===== src/rtl/gcd_engine_if.sv =====
// Operand and result handshake bundle for gcd_engine: the producer/consumer
// side uses the master modport, the engine uses the slave modport.
interface gcd_engine_if #(
    parameter int unsigned WIDTH = 8
);
    logic             in_valid;
    logic             in_ready;
    logic [WIDTH-1:0] in_a;
    logic [WIDTH-1:0] in_b;
    logic             out_valid;
    logic             out_ready;
    logic [WIDTH-1:0] out_gcd;
    logic [WIDTH-1:0] out_iters;
    logic             busy;

    modport master (
        output in_valid, in_a, in_b, out_ready,
        input  in_ready, out_valid, out_gcd, out_iters, busy
    );

    modport slave (
        input  in_valid, in_a, in_b, out_ready,
        output in_ready, out_valid, out_gcd, out_iters, busy
    );
endinterface


===== src/rtl/gcd_engine.sv =====
// Iterative subtractive GCD engine: one subtraction per clock, valid/ready on
// both sides, zero operands resolve immediately, subtraction count reported.
module gcd_engine #(
    parameter int unsigned WIDTH = 8
) (
    input  logic        clk,
    input  logic        rst,
    gcd_engine_if.slave bus
);
    typedef enum logic [1:0] {IDLE, CALC, DONE} state_t;

    state_t           state;
    logic [WIDTH-1:0] a_r;
    logic [WIDTH-1:0] b_r;
    logic [WIDTH-1:0] iter_r;
    logic [WIDTH-1:0] gcd_r;
    logic [WIDTH-1:0] iters_r;
    logic             in_ready_r;
    logic             out_valid_r;
    logic             busy_r;

    always_ff @(posedge clk) begin
        if (rst) begin
            state       <= IDLE;
            a_r         <= '0;
            b_r         <= '0;
            iter_r      <= '0;
            gcd_r       <= '0;
            iters_r     <= '0;
            in_ready_r  <= 1'b1;
            out_valid_r <= 1'b0;
            busy_r      <= 1'b0;
        end else begin
            case (state)
                IDLE: begin
                    if (bus.in_valid) begin
                        a_r        <= bus.in_a;
                        b_r        <= bus.in_b;
                        iter_r     <= '0;
                        state      <= CALC;
                        in_ready_r <= 1'b0;
                        busy_r     <= 1'b1;
                    end
                end
                CALC: begin
                    // Termination checks take priority over subtraction; a zero
                    // operand makes the other one the result.
                    if (a_r == '0 || b_r == '0 || a_r == b_r) begin
                        gcd_r       <= (a_r == '0) ? b_r : a_r;
                        iters_r     <= iter_r;
                        out_valid_r <= 1'b1;
                        state       <= DONE;
                    end else if (a_r > b_r) begin
                        a_r    <= a_r - b_r;
                        iter_r <= iter_r + 1'b1;
                    end else begin
                        b_r    <= b_r - a_r;
                        iter_r <= iter_r + 1'b1;
                    end
                end
                DONE: begin
                    if (bus.out_ready) begin
                        out_valid_r <= 1'b0;
                        in_ready_r  <= 1'b1;
                        busy_r      <= 1'b0;
                        state       <= IDLE;
                    end
                end
                default: begin
                    state       <= IDLE;
                    in_ready_r  <= 1'b1;
                    out_valid_r <= 1'b0;
                    busy_r      <= 1'b0;
                end
            endcase
        end
    end

    assign bus.in_ready  = in_ready_r;
    assign bus.out_valid = out_valid_r;
    assign bus.out_gcd   = gcd_r;
    assign bus.out_iters = iters_r;
    assign bus.busy      = busy_r;
endmodule


===== src/flat_wrapper.sv =====
// flat-port wrapper written by rule: the top's interface ports become plain ports
module gcd_engine_flat 
#(
    parameter int unsigned WIDTH = 8
)
  (clk, rst, bus_in_valid, bus_in_a, bus_in_b, bus_out_ready, bus_in_ready, bus_out_valid, bus_out_gcd, bus_out_iters, bus_busy);
  gcd_engine_if #(.WIDTH(WIDTH)) bus_i ();
  input  logic clk;
  input  logic rst;
  input wire logic [$bits(bus_i.in_valid)-1:0] bus_in_valid;
  input wire logic [$bits(bus_i.in_a)-1:0] bus_in_a;
  input wire logic [$bits(bus_i.in_b)-1:0] bus_in_b;
  input wire logic [$bits(bus_i.out_ready)-1:0] bus_out_ready;
  output wire logic [$bits(bus_i.in_ready)-1:0] bus_in_ready;
  output wire logic [$bits(bus_i.out_valid)-1:0] bus_out_valid;
  output wire logic [$bits(bus_i.out_gcd)-1:0] bus_out_gcd;
  output wire logic [$bits(bus_i.out_iters)-1:0] bus_out_iters;
  output wire logic [$bits(bus_i.busy)-1:0] bus_busy;
  assign bus_i.in_valid = bus_in_valid;
  assign bus_i.in_a = bus_in_a;
  assign bus_i.in_b = bus_in_b;
  assign bus_i.out_ready = bus_out_ready;
  assign bus_in_ready = bus_i.in_ready;
  assign bus_out_valid = bus_i.out_valid;
  assign bus_out_gcd = bus_i.out_gcd;
  assign bus_out_iters = bus_i.out_iters;
  assign bus_busy = bus_i.busy;
  gcd_engine #(.WIDTH(WIDTH)) u_core (.clk(clk), .rst(rst), .bus(bus_i));
endmodule

===== config.mk =====
export PLATFORM = sky130hd
export DESIGN_NAME = gcd_engine_flat
export DESIGN_NICKNAME = d
export VERILOG_FILES = /design/src/rtl/gcd_engine_if.sv /design/src/rtl/gcd_engine.sv /design/src/flat_wrapper.sv
export SDC_FILE = /design/constraint.sdc
export NUM_CORES = 1
export LEC_CHECK = 0
export ABC_AREA = 1
export CORE_ASPECT_RATIO = 1.5
export CORE_MARGIN = 2
export CORE_UTILIZATION = 40
export CTS_CLUSTER_DIAMETER = 120
export DETAILED_ROUTE_END_ITERATION = 12
export PLACE_DENSITY = 0.65
export SLEW_MARGIN = 20
export SYNTH_ARGS = -nofsm -noshare
export SYNTH_HDL_FRONTEND = slang
export SYNTH_SLANG_ARGS = --single-unit
export TNS_END_PERCENT = 20

===== constraint.sdc =====
create_clock -name clk -period 4.1 [get_ports clk]
set_input_delay 0.82 -clock clk [delete_from_list [all_inputs] [get_ports clk]]
set_output_delay 0.82 -clock clk [all_outputs]
set_load 0.005 [all_outputs]

======== After elaboration in Yosys (flattened, before gate mapping) ========
Cells that the tools add are included.
operators by class
  $add $sub $neg .......................... 3
  order comparisons ....................... 1
  equality and inequality tests ........... 9
  muxes and demuxes ....................... 24
  bitwise logic cells ..................... 2
  reduce and logical (&&, ||, !) cells .... 13
operators with widths
  cell                                           count
  two-way mux 8 bit                              9
  one-hot mux 8 bit (2 select lines)             3
  logical NOT 8 bit                              2
  subtractor 8 bit                               2
  AND reduction 3 bit                            4
  one-hot mux 1 bit (3 select lines)             3
  adder 8 x 1 -> 8 bit, second input constant    1
  == test 8 bit                                  1
  > comparator 8 bit                             1
  != test 2 bit, second input constant           4
  AND reduction 4 bit                            2
  two-way mux 2 bit                              3
  one-hot mux 2 bit (3 select lines)             1
  two-way mux 1 bit                              5
  != test 2 x 1 -> 1 bit, second input constant  2
  == test 2 x 1 -> 1 bit, second input constant  1
  == test 2 bit, second input constant           1
  logical NOT 2 bit                              1
  logical OR 1 bit                               2
  NOT 1 bit                                      2
  AND reduction 2 bit                            1
  nonzero test 2 bit                             1
word-level totals
  flip-flop bits (word level) ............. 45
  input port bits ......................... 20
  logic and storage cells ................. 61

======== Longest topological paths before layout ========
Gate-level depths: netlist of the first run.
  depth in word-level cells ............... 5
  gate-level depth with buffers ........... 14
  mapped depth without buffers ............ 14

======== Worst setup path before layout of the first run ========
OpenSTA, ideal clock, no wires.
  kind .................................... register to register
  start point ............................. register u_core.a_r[0]
  end point ............................... register u_core.a_r[3]
  data arrival time ....................... 1,729 ps
  setup slack ............................. 2,258 ps
  cell stages (with the launch flop) ...... 14
  path buffers ............................ 0
  period minus slack after synthesis ...... 1,842 ps
  cell sequence ........................... dfxtp_1 -> inv_1 -> ha_1 -> fa_1 -> inv_1 -> nand2_1 -> nand2_1 -> nand3_1 -> nand2_1 -> nand2_1 -> nand2_4 -> nand2_4 -> nor2_1 -> nor2_1
between the ends
  cells in the longest elaborated chain, start to end .. 5
RTL lines
  element                                                                   RTL line          RTL
  from (decl)                                                               gcd_engine.sv:13  logic [WIDTH-1:0] a_r;
  from (signal assigned)                                                    gcd_engine.sv:37  a_r <= bus.in_a;
  from (signal assigned)                                                    gcd_engine.sv:54  a_r <= a_r - b_r;
  parallel branches: the longest is 5 deep, another holds subtractor 8 bit  n/a
Several ways; the timed one is not identified. The select of a mux whose other input is x is not followed.
A chain may end at the register's enable or synchronous reset.

==> out/results.ini, run 1 <==
[routing]
dr.pass1.iters = 4
drc = 0
via_count = 2744
via_per_inst = 4.97
drt_wl_total_um = 7160
ant_nets = 0
drt_iter0_drc = 237
avgRoutedWirePerCell_um = 13.0

[sta]
final.setup.tns_ns = 0
maxSlewHeadroom = 0.711
finClkSkew_ns = 0.00835
max_freq_mhz = 433
rsz0062_at_grt = no
finalSetupViolCount = 0
min_period_ns = 2.31
finalCritPeriodShare = 0.563
worst_slew_pin_slew_ns = 0.430
hold_viol = 0
drv_slew = 0

[power_and_ir_drop]
peakVddDrop_uv = 389
fin_total_pwr_mw = 2.87
switching_share = 0.491
p_switching_mw = 1.41
pwr-share-comb = 0.625
p_per_area_nw_per_um2 = 842
p_int_mw = 1.46
p_clk_frac = 0.122
seqPwrFrac = 0.253
power.leakage_nw = 1.59

[floorplanning]
die_area_um2 = 7960
die_h_um = 108
die_w_um = 73.5
ios = 39
core_area_um2 = 7130
row_count = 38
start_util = 0.406

[synthesis]
synth-seq-area-share = 0.311
postSynthCellCount = 438
synth_edf_count = 0
synth_area_per_cell_um2 = 6.62
ys_seq_elements = 45
synthArstFlopShare = 0
ys.warnings.count = 0
ys_types = 33
synthesis.nets = 476
synth_ff_type = dfxtp_1
netlist_area_um2 = 2900

[critical_path]
r2r_end = u_core.bus.out_gcd[0]
startpoint_type = primary input
worstRegToRegCells = 10
end_kind = flip-flop
crit_required_ns = 4.28
r2r_start = u_core.b_r[1]
worstSetupPathType = primary input to flip-flop
regToRegSetupSlack_ns = 1.85
cp_max_fo = 23
worst_ep_arrival_time_ns = 2.49

[layout]
nets = 509
diodes = 0
layout_commonest_cell = nand2_1
final_layout_size_suffix_gt1_frac = 0.0742
mostFrequentLayoutCells = nand2_1 (114), nor2_1 (61), inv_1 (52)
fillerInstances = 742
areaGrowthSynthToFinish_pct = 17.7

[cts]
cts-resized-gates = 0
cts_tree = built
cts.path.max_buffers = 2
holdBufCountCts = 0
cts_root_buf = clkbuf_8
htreeDepth = 2
clock-sinks = 45
numCtsBuffers = 5
insertion_delay_ns = 0.30
path_clk_slew_ns = 0.09
cts_setup_buffers = 0

[grt]
grt_overflow = 0
grt_pass1_wl_um = 12200
antenna_found_initial = 0
grt_max_degree = 32
grt_util_all_layers = 0.199
grt_pass1_vias = 2691

[min_path]
hp-class = flip-flop to flip-flop
hold_start = u_core.bus.busy
hold_depth = 2
whs_endpoint = u_core.bus.busy

[run]
maxCapViolCount = 0

[placed_design]
dp_hpwl_um = 5520
io_buffers = 38
gp_congestion = 0.891

[outcome]
status = finished, final reports clean

[routing by layer]
| layer | wire length [µm] | GRT usage | share of wire |
|---|---|---|---|
| met5 | 0 | 0 | 0 |
| met4 | 167 | 0.0675 | 0.023 |
| met3 | 184 | 0.0345 | 0.026 |
| met2 | 4060 | 0.378 | 0.57 |
| met1 | 2750 | 0.213 | 0.38 |
[per-stage QoR]
stage                     instance area [µm²]  utilization  setup WS [ns]  std cells  hold WS, ns
after floorplan                          2900            -           2.26        438        0.452
after global placement                   3290        0.462           1.53        544        0.449
after detailed placement                 3290        0.462           1.48        544        0.454
after CTS                                3410        0.478           1.79        552        0.468
after global routing                     3410        0.478           1.62        552        0.503
final                                    3410        0.478           1.79        552        0.469
[worst max path at each step]
stage / slack [ns] / from / to / depth (start not counted)
floorplan: 2.26 / u_core.a_r[0] / u_core.a_r[3] / 13
global placement: 1.53 / rst / u_core.bus.out_gcd[3] / 5
detailed placement: 1.48 / rst / u_core.bus.out_gcd[0] / 5
CTS: 1.79 / rst / u_core.bus.out_gcd[0] / 5
global route: 1.62 / u_core.b_r[3] / u_core.bus.out_gcd[0] / 10
finish: 1.79 / rst / u_core.bus.out_gcd[3] / 5
[cells in the mapped netlist (2+ instances only)]
master	n	area share
nand2_1	114	0.15
nor2_1	61	0.079
inv_1	52	0.067
dfxtp_1	45	0.31
a21oi_1	43	0.074
nand3_1	25	0.043
ha_1	16	0.069
o21ai_1	14	0.024
o21ai_0	11	0.019
buf_2	7	0.012
a21oi_2	6	0.018
nand2_2	6	0.013
buf_6	4	0.016
nand2_4	4	0.016
nand3_2	4	0.014
nand3b_1	4	0.010
fa_1	2	0.014
nor2_4	2	0.0078
nor3b_1	2	0.0052
xnor2_1	2	0.0060
xor2_1	2	0.0060
[cells by family (layout without fill, tap and decap cells)]
family,Yosys count,after routing,share of synthesized area
flops,45,45,0.311
buf+inv,69,103,0.105
compound gates,75,75,0.138
xor+xnor,4,4,0.0121
fa+ha+maj,18,18,0.0829
simple gates,227,227,0.351
[power groups by stage]
stage          Clock (mW)  Sequential (mW)  Combinational (mW)
6_report            0.351            0.727                1.79
2_1_floorplan           0            0.706                1.36
5_1_grt             0.379            0.748                2.07
3_3_place_gp            0            0.737                1.76
4_1_cts             0.356            0.729                1.80
3_5_place_dp            0            0.737                1.79
[worst max-delay path, stage by stage]
cell	delay, ns
clkdlybuf4s50_1	0.67
clkinv_1	0.46
buf_4	0.36
o21ai_1	0.12
a21oi_2	0.04
[area by class of cell]
class / count / area [µm²] / share of cell area
clock buffer: 7 / 86.3 / 0.0253
sequential: 45 / 901 / 0.264
tap: 80 / 100 / 0.0293
multi-input combinational: 324 / 1690 / 0.496
inverter: 56 / 214 / 0.0627
clock inverter: 1 / 30.0 / 0.00880
timing repair buffer: 39 / 388 / 0.114
[registers in the layout (all words and copies together), names as in the netlist]
register,cells
u_core.state,2
u_core.bus.out_gcd,8
u_core.bus.in_ready,1
u_core.b_r,8
u_core.a_r,8
u_core.bus.busy,1
u_core.iter_r,8
u_core.bus.out_iters,8
u_core.bus.out_valid,1
Note: power is estimated with default switching activity, not from simulation.
==> inputs of run 2 (changes only) <==
Settings changed: PLACE_DENSITY 0.65 to 0.68.
Clock period 4.1 ns to 2.05 ns, I/O delays scaled along.
==> run 2 against run 1 <==
Register-to-register slack lost 1.7 ns. Clock-buffer cell count down 2. Total power rose by 110%. Combinational power up 120%. Routed wire length rose by 2.8%.
==> out/results.ini, run 2 (same netlist as run 1, synthesis figures left out) <==
[critical_path]
worst_ep_arrival_time_ns = 2.11  ; -0.38 ns
cpMaxStageDelayCell = fa_1
critPathTopFamily = simple AND/OR/NAND/NOR gates
max_stage_delay_ns = 0.38  ; -0.29 ns
worstRegToRegCells = 13  ; +3
r2r_start = u_core.a_r[0]
r2r_end = u_core.b_r[6]
worstSetupPathType = flip-flop to flip-flop
critPathBufInv = 2  ; -1
cp_max_fo = 4  ; -83%
critPathLaunch = u_core.a_r[0]
cpMostUsedCell = nand2_1
startpoint_type = flip-flop
regToRegSetupSlack_ns = 0.14  ; -1.71 ns
crit_required_ns = 2.25  ; -2.03 ns
path_cells = buf_4, ha_1, fa_1, inv_1, nand3_1, nand2_2, nand2_1, nand2_1, nand2_1, nand3_1, nand2_1, nor2_1, nor2_1
end_kind = flip-flop

[sta]
drv_slew = 0  ; unchanged
min_period_ns = 1.91
hold_viol = 0  ; unchanged
finalCritPeriodShare = 0.932
worst_slack_ns = 0.139  ; -1.65 ns
finClkSkew_ns = 0.00966  ; +0.00131 ns
fin_hold_ws_ns = 0.465  ; -0.00398 ns
max_freq_mhz = 523
worst_slew_pin_slew_ns = 0.336  ; -0.0944 ns
finalSetupViolCount = 0  ; unchanged
rsz0062_at_grt = no
final.setup.tns_ns = 0  ; unchanged
maxSlewHeadroom = 0.774  ; +0.0623

[min_path]
hold_depth = 2  ; unchanged
hold_start = u_core.bus.in_ready
whs_endpoint = u_core.bus.in_ready
hp-class = flip-flop to flip-flop

[power_and_ir_drop]
p_int_mw = 2.98  ; +100%
p_per_area_nw_per_um2 = 1670  ; +99%
p_clk_frac = 0.098  ; -0.024
seqPwrFrac = 0.242  ; -0.011
p_switching_mw = 2.96  ; +110%
power.leakage_nw = 1.64  ; +3.2%
switching_share = 0.499  ; +0.00727
pwr-share-comb = 0.660  ; +0.035
peakVddDrop_uv = 607  ; +56%

[routing]
drt_wl_total_um = 7360  ; +2.8%
via_per_inst = 4.97  ; about the same
avgRoutedWirePerCell_um = 13.1  ; +0.58%
dr.pass1.iters = 4  ; unchanged
drt_iter0_drc = 137  ; -42%
drc = 0  ; unchanged
top_layer = met4
wl_met1_um = 2750  ; about the same
ant_nets = 0  ; unchanged
via_count = 2802  ; +2.1%
wl_met3_um = 177  ; -3.8%
met2_wirelength_um = 4190  ; +3.2%

[cts]
htreeDepth = 2  ; unchanged
clock-sinks = 45  ; unchanged
cts_root_buf = clkbuf_8
path_clk_slew_ns = 0.09  ; about the same
holdBufCountCts = 0  ; unchanged
cts-resized-gates = 0  ; unchanged
cts_tree = built
numCtsBuffers = 5  ; unchanged
cts_setup_buffers = 0  ; unchanged
cts.path.max_buffers = 2  ; unchanged
insertion_delay_ns = 0.30  ; about the same

[floorplanning]
die_area_um2 = 7960  ; unchanged
ios = 39  ; unchanged
die_w_um = 73.5  ; unchanged
row_count = 38  ; unchanged
core_area_um2 = 7130  ; unchanged
start_util = 0.406  ; unchanged
die_h_um = 108  ; unchanged

[layout]
diodes = 0  ; unchanged
areaGrowthSynthToFinish_pct = 22.5
final_layout_size_suffix_gt1_frac = 0.130  ; +0.0560
layout_commonest_cell = nand2_1
nets = 521  ; +2.4%
mostFrequentLayoutCells = nand2_1 (111), nor2_1 (60), inv_1 (52)

[grt]
grt_util_all_layers = 0.197  ; -0.00215
antenna_found_initial = 0  ; unchanged
grt_overflow = 0  ; unchanged
grt_max_degree = 32  ; unchanged
grt_pass1_vias = 2724  ; +1.2%
grt_pass1_wl_um = 12100  ; -0.90%

[placed_design]
place_ws_ns = 0.0832  ; -1.40 ns
gp_congestion = 0.866  ; -2.8%
dp_hpwl_um = 5820  ; +5.4%
io_buffers = 38  ; unchanged

[run]
maxCapViolCount = 0  ; unchanged

[outcome]
status = finished, final reports clean

[run 2: worst max path at each step]
stage,endpoint,slack [ns],cells past startpoint
6_report,u_core.b_r[6],0.14,13
5_1_grt,u_core.bus.out_gcd[0],0.004,11
4_1_cts,u_core.b_r[3],0.06,12
3_5_place_dp,u_core.b_r[3],0.08,12
3_3_place_gp,u_core.bus.out_gcd[0],0.13,11
2_1_floorplan,u_core.a_r[3],0.21,13
[run 2: power by group through the flow]
stage,registers (mW),clock network (mW),logic [mW]
2_1_floorplan,1.41,0,2.72
3_3_place_gp,1.43,0,3.73
3_5_place_dp,1.44,0,3.79
4_1_cts,1.42,0.593,3.81
5_1_grt,1.48,0.632,4.43
6_report,1.44,0.581,3.93
[run 2: final cells by class]
type / instances / area (µm²)
clock buffer: 5 / 68.8
tap: 80 / 100
fill: 755 / 3580
timing repair buffer: 51 / 490
multi-input combinational: 324 / 1740
sequential: 45 / 910
inverter: 56 / 214
clock inverter: 3 / 25.0
[run 2: layer usage]
layer  track usage  up-vias
met3        0.0280       14
met4        0.0896        0
met1         0.196     1262
li1              -     1467
met2         0.383       59
met5             0        -
[run 2: metrics by stage]
stage          power, mW  cells  cell area [µm²]  utilization
2_1_floorplan       4.13    438             2900            -
3_3_place_gp        5.16    556             3400        0.476
3_5_place_dp        5.23    556             3400        0.476
4_1_cts             5.82    564             3490        0.489
5_1_grt             6.53    564             3550        0.498
6_report            5.95    564             3550        0.498
[run 2: worst reg2reg max path, cell delays in order, from the launching register on]
cell and delay, ns:
dfxtp_2 0.33, buf_4 0.14, ha_1 0.21, fa_1 0.38, inv_1 0.08, nand3_1 0.10, nand2_2 0.10, nand2_1 0.08
nand2_1 0.06, nand2_1 0.05, nand3_1 0.08, nand2_1 0.05, nor2_1 0.09, nor2_1 0.05
